File: src/rtl/scroll_matriz.sv
// scroll_matriz: scrolls a 5x7 glyph right-to-left through a 5-column window with a blank spacer
module scroll_matriz #(
    parameter int DIV = 25_000_000
) (
    input  logic        clock,
    input  logic        reset,
    input  logic        enable,
    input  logic        carregar,
    input  logic [34:0] glifo,
    output logic [6:0]  coluna1,
    output logic [6:0]  coluna2,
    output logic [6:0]  coluna3,
    output logic [6:0]  coluna4,
    output logic [6:0]  coluna5,
    output logic        passo,
    output logic        ativo
);
    localparam int PW = $clog2(DIV);

    typedef enum logic {IDLE, RUN} state_t;

    state_t        state, state_nx;
    logic [PW-1:0] pre;
    logic [2:0]    idx;
    logic [34:0]   g_cur, g_next;
    logic          pend;
    logic          step, wrap;
    logic [6:0]    col_new;

    // step strobe, spacer wrap and the column entering at the right edge
    always_comb begin
        step    = (state == RUN) && enable && (pre == PW'(DIV - 1));
        wrap    = step && (idx == 3'd5);
        col_new = (idx == 3'd0) ? g_cur[6:0]   :
                  (idx == 3'd1) ? g_cur[13:7]  :
                  (idx == 3'd2) ? g_cur[20:14] :
                  (idx == 3'd3) ? g_cur[27:21] :
                  (idx == 3'd4) ? g_cur[34:28] : 7'h00;
    end

    // state register
    always_ff @(posedge clock) begin
        if (reset)
            state <= IDLE;
        else
            state <= state_nx;
    end

    // the first load starts scrolling; only reset leaves RUN
    always_comb begin
        state_nx = state;
        if (state == IDLE && carregar)
            state_nx = RUN;
    end

    // status output
    always_comb begin
        ativo = (state == RUN);
    end

    // prescaler, window shift, column index and glyph queue
    always_ff @(posedge clock) begin
        if (reset) begin
            pre     <= '0;
            idx     <= '0;
            g_cur   <= '0;
            g_next  <= '0;
            pend    <= 1'b0;
            passo   <= 1'b0;
            coluna1 <= '0;
            coluna2 <= '0;
            coluna3 <= '0;
            coluna4 <= '0;
            coluna5 <= '0;
        end else begin
            passo <= step;
            if (state == IDLE) begin
                if (carregar) begin
                    g_cur <= glifo;
                    idx   <= '0;
                    pre   <= '0;
                    pend  <= 1'b0;
                end
            end else begin
                if (enable)
                    pre <= step ? '0 : pre + 1'b1;
                if (step) begin
                    coluna1 <= coluna2;
                    coluna2 <= coluna3;
                    coluna3 <= coluna4;
                    coluna4 <= coluna5;
                    coluna5 <= col_new;
                    idx     <= wrap ? 3'd0 : idx + 3'd1;
                end
                if (wrap) begin
                    if (carregar)
                        g_cur <= glifo;
                    else if (pend)
                        g_cur <= g_next;
                    pend <= 1'b0;
                end else if (carregar) begin
                    g_next <= glifo;
                    pend   <= 1'b1;
                end
            end
        end
    end
endmodule

File: config.mk
export PLATFORM = sky130hd
export DESIGN_NAME = scroll_matriz
export DESIGN_NICKNAME = d
export VERILOG_FILES = /design/src/rtl/scroll_matriz.sv
export SDC_FILE = /design/constraint.sdc
export NUM_CORES = 1
export LEC_CHECK = 0
export BUFFER_PORTS_ARGS = -buffer_cell sky130_fd_sc_hd__buf_2
export CAP_MARGIN = 20
export CORE_MARGIN = 5
export CORE_UTILIZATION = 45
export CTS_CLUSTER_SIZE = 28
export DETAILED_ROUTE_END_ITERATION = 8
export GPL_TIMING_DRIVEN = 0
export HOLD_SLACK_MARGIN = 0.08
export PLACE_DENSITY = 0.67
export SYNTH_ARGS = -nofsm -noshare
export SYNTH_HDL_FRONTEND = slang
export SYNTH_SLANG_ARGS = --single-unit
File: constraint.sdc
create_clock -name clock -period 1.95 [get_ports clock]
set_clock_uncertainty 0.05 [all_clocks]
set_input_delay 0.2925 -clock clock [delete_from_list [all_inputs] [get_ports clock]]
set_output_delay 0.2925 -clock clock [all_outputs]
set_load 0.02 [all_outputs]
Word level (Yosys, flattened, before mapping)
Cells that the tools add are included.
Storage, ports and cells
  register bits: 136
  input port bits: 39
  output and inout bits: 37
  logic and storage cells: 61
Operators by class
  add/sub/neg operators: 2
  equality and inequality tests: 10
  multiplexer cells: 22
  bitwise operators: 2
  reductions and logical operators: 13
Operators with widths (count)
  two-way mux 35 bit: 5
  two-way mux 25 bit: 4
  two-way mux 7 bit: 5
  adder 25 x 1 -> 25 bit, second input constant: 1
  equality test 25 bit, second input constant: 1
  two-way mux 3 bit: 4
  AND reduction 2 bit: 4
  equality test 3 x 2 -> 1 bit, second input constant: 2
  equality test 3 bit, second input constant: 2
  AND reduction 3 bit: 2
  logical AND 1 bit: 4
  two-way mux 1 bit: 4
  != test 2 x 1 -> 1 bit, second input constant: 2
  nonzero test 2 bit: 2
  adder 3 x 1 -> 3 bit, second input constant: 1
  equality test 3 x 1 -> 1 bit, second input constant: 1
  zero test 3 bit: 1
  != test 3 bit, second input constant: 1
  != test 2 bit, second input constant: 1
  NOT 1 bit: 2

Logic depth before layout (Yosys ltp)
  word-level depth: 6
  depth in mapped cells: 9
  depth with buffers taken out: 7

Worst setup path after synthesis
Ideal clock, no wire load.
  path type: flip-flop to flip-flop
  start point: register state, in the netlist ativo
  end point: register pre[10]
  library setup time: 117 ps
  arrival time: 2115 ps
  required time: 1783 ps
  setup slack: -333 ps
  cell stages (with the launch flop): 8
  buffers on the path: 2
  clock period less this slack: 2283 ps
  path through: dfxtp_1 nand2_1 or4_1 clkbuf_1 or4_1 nand3_1 buf_2 nor2_1
On the way
  word-level cells in the longest chain between the ends: 5
  elaborated cells on any way between the ends: 8
  classes of those cells: eq/ne: 1; mux: 3; reduce/logical: 4
Ends and longest elaborated chain
  start, declared: RTL line 22  | state_t state, state_nx;
  start signal, assigned: RTL line 46  | state <= state_nx;
  logical AND 1 bit (2 in series): RTL line 32  | step = (state == RUN) && enable && (pre == PW'(DIV - 1));
  two-way mux 25 bit: RTL line 86  | pre <= step ? '0 : pre + 1'b1;
  two-way mux 25 bit: RTL line 85  | if (enable)
  two-way mux 25 bit: RTL line 77  | if (state == IDLE) begin
  end signal, assigned: RTL line 86
  end, declared: RTL line 23  | logic [PW-1:0] pre;
Several ways; a longest one is shown, not always the timed one. The select of a mux whose other input is x is not followed.
A chain may end at the register's enable or synchronous reset.

Worst setup path after layout
  start point: register pre[8]
  end point: register g_next[31]
On the way
  word-level cells in the longest chain between the ends: 5
Ends and longest elaborated chain
  equality test 25 bit: RTL line 32
  logical AND 1 bit: RTL line 32
  logical AND 1 bit: RTL line 33  | wrap = step && (idx == 3'd5);
  NOT 1 bit (no line)
  AND reduction 3 bit (no line)
  end signal, assigned: RTL line 102  | g_next <= glifo;
  end, declared: RTL line 25  | logic [34:0] g_cur, g_next;
Every way passes these cells.

==> flow_summary.json <==
{
  "worst_hold_slack_ps": 88.7,
  "cts_tree": "done",
  "cts.path.max_buffers": 2,
  "synth_top_area_share": 0.447,
  "first_pass_iters": 5,
  "cts_sinks": 136,
  "h-tree-depth": 4,
  "synth_edf_count": 0,
  "r2r-start": "pre[8]",
  "antenna_found_initial": 0,
  "ir_drop_mv": 0.634,
  "maxSlewViolCount": 0,
  "timing.fmax_mhz": 446,
  "yosysWarnings": 0,
  "synth_most_common_cell": "nand2_1",
  "rr_worst_depth": 8,
  "ant_nets": 0,
  "cts-root-buf": "clkbuf_16",
  "setup.worst_path.start_class": "register",
  "finalCritPeriodShare": 1.15,
  "cp-startpoint": "pre[8]",
  "wl_per_cell_microns": 18.2,
  "drive_above_1_share": 0.383,
  "numCtsBuffers": 17,
  "async_flop_share": 0,
  "hpwlAfterDp_microns": 11400,
  "rsz0062_at_grt": "yes",
  "antenna_cells": 0,
  "setup_viol": 135,
  "power_uw": 7090,
  "crit_fanout": 7,
  "grt_max_degree": 17,
  "drc": 0,
  "grt_pass1_vias": 5815,
  "synth_area_leaders": "dfxtp_1 45%, mux2i_1 12%, nand2_1 9.4%",
  "reg2reg_to": "g_next[31]",
  "io_pins": 76,
  "p_per_area_mw_per_mm2": 772,
  "via_per_inst": 5.70,
  "track_usage": 0.216,
  "cp-endpoint": "g_next[31]",
  "status": "finished, violations left",
  "leakage_uw": 0.00363,
  "rrSetupSlack_ps": -290,
  "synth_nets": 749,
  "synth_ff_type": "dfxtp_1",
  "vias": 5989,
  "worstPathArrival_ps": 2500,
  "setup_ws_ps": -291,
  "yosysSeqAreaShare": 0.447,
  "num-nets-final": 906,
  "synthCells": 704,
  "hp-start": "glifo[22]",
  "syn-cell-area_sq_mm": 0.00609,
  "port_buffers": 74,
  "violations": "setup timing",
  "maxCapViolations": 0,
  "synth_cell_types": 45,
  "grt-ovfl-total": 0,
  "relSlewSlack": 0.440,
  "clock_latency_ps": 430,
  "clk_pin_slew_worst_paths_ps": 60,
  "rows": 42,
  "yosysTopAreaCell": "dfxtp_1",
  "worstSetupPathType": "reg2reg",
  "core_area_sq_mm": 0.0132,
  "fin_tns_setup_ps": -29500,
  "worstSetupEndpointType": "register",
  "fin_crit_ps": 2240,
  "required_ps": 2210,
  "drtIter0Drc": 417,
  "synthTopCellsByCount": "152 x nand2_1, 136 x dfxtp_1, 86 x a21oi_1",
  "ys_seq_elements": 136,
  "die_area_sq_mm": 0.0160,
  "dieWidth_microns": 126,
  "worst_slew_pin_slew_ps": 840,
  "gp_congestion": 0.902,
  "hold_path_class": "in2reg",
  "hold_viol_final": 0,
  "chipHeight_microns": 126,
  "grt_pass1_wl_microns": 28400,
  "avgSynthCellArea_sq_um": 8.65,
  "start_util": 0.460,
  "area_growth_pct": 50.7,
  "wl_microns": 19100
}
[layer usage]
layer / wire length [microns] / GRT usage
met1: 8080 / 0.271
met4: 567 / 0.0890
met5: 0 / 0
met2: 9290 / 0.362
met3: 1160 / 0.0462
[critical path, stage by stage (launching register included)]
cell and delay [ps]:
dfxtp_2 350, nor4b_2 330, or3b_4 470, nor3_4 220, buf_6 150, a31oi_4 90, buf_12 180, buf_12 140
mux2i_2 140
[placed cells by master (no fill, tap or decap), types with 11 or more instances in the layout]
master,netlist,layout
clkbuf_1,39,18
buf_6,3,20
a211oi_1,35,23
dfxtp_2,0,11
a31oi_1,14,11
dlygate4sd3_1,0,28
dfxtp_1,136,123
a21oi_1,86,43
nand2_4,0,24
mux2i_1,71,69
a21oi_2,0,39
nand2b_1,13,11
clkbuf_16,0,27
nand2_1,152,123
buf_4,4,14
a211oi_2,0,12
buf_2,7,76
nor2_1,33,28
[where the power goes]
group	switching, uW	internal [uW]	total [uW]
Sequential	72.9	2880	2950
Combinational	414	368	782
Clock	1200	2150	3350
Total	1690	5400	7090
[how the worst min path moves through the flow]
stage	endpoint	slack, ps	cells after the start
2_1_floorplan	ativo	360	2
3_5_place_dp	coluna1[2]	390	2
6_report	g_next[22]	90	3
5_1_grt	g_next[16]	90	3
4_1_cts	g_next[22]	80	3
3_3_place_gp	coluna1[1]	390	2
[timing repair]
item	4_1_cts	5_1_grt
gates resized for setup	98	169
setup endpoints to repair	134	135
setup buffers	14	10
hold endpoints to repair	28	0
gates cloned	9	9
hold buffers	28	0
pin swaps	35	58
[cell type report]
cell class                 count  area [sq um]
clock buffer                  22           484
buffer                        49           478
tap                          176           220
multi-input combinational    509          3900
inverter                       5          18.8
sequential                   136          2740
clock inverter                10           141
timing repair buffer         143          1200
fill                         958          4060
[registers in the layout (all words and copies together) (netlist names), 7 cells and up]
| signal | flops |
|---|---|
| coluna3 | 7 |
| coluna4 | 7 |
| g_cur | 35 |
| coluna1 | 7 |
| g_next | 35 |
| coluna2 | 7 |
| coluna5 | 7 |
| pre | 25 |
[stage by stage]
stage	setup slack (ps)	std cells	area, sq um	utilization
global placement	-526	954	6790	0.512
global route	-354	1050	9180	0.693
floorplan	-165	704	6190	-
finish	-291	1050	9180	0.693
CTS	-270	1035	8330	0.629
detailed placement	-582	954	6790	0.512
[cells by family after synthesis]
group / share of synthesized area
buf+inv: 0.0439
fa+ha+maj: 0.0123
mux: 0.117
flops: 0.447
xor+xnor: 0.0187
compound gates: 0.178
simple gates: 0.183
(Power assumes the default switching activity.)
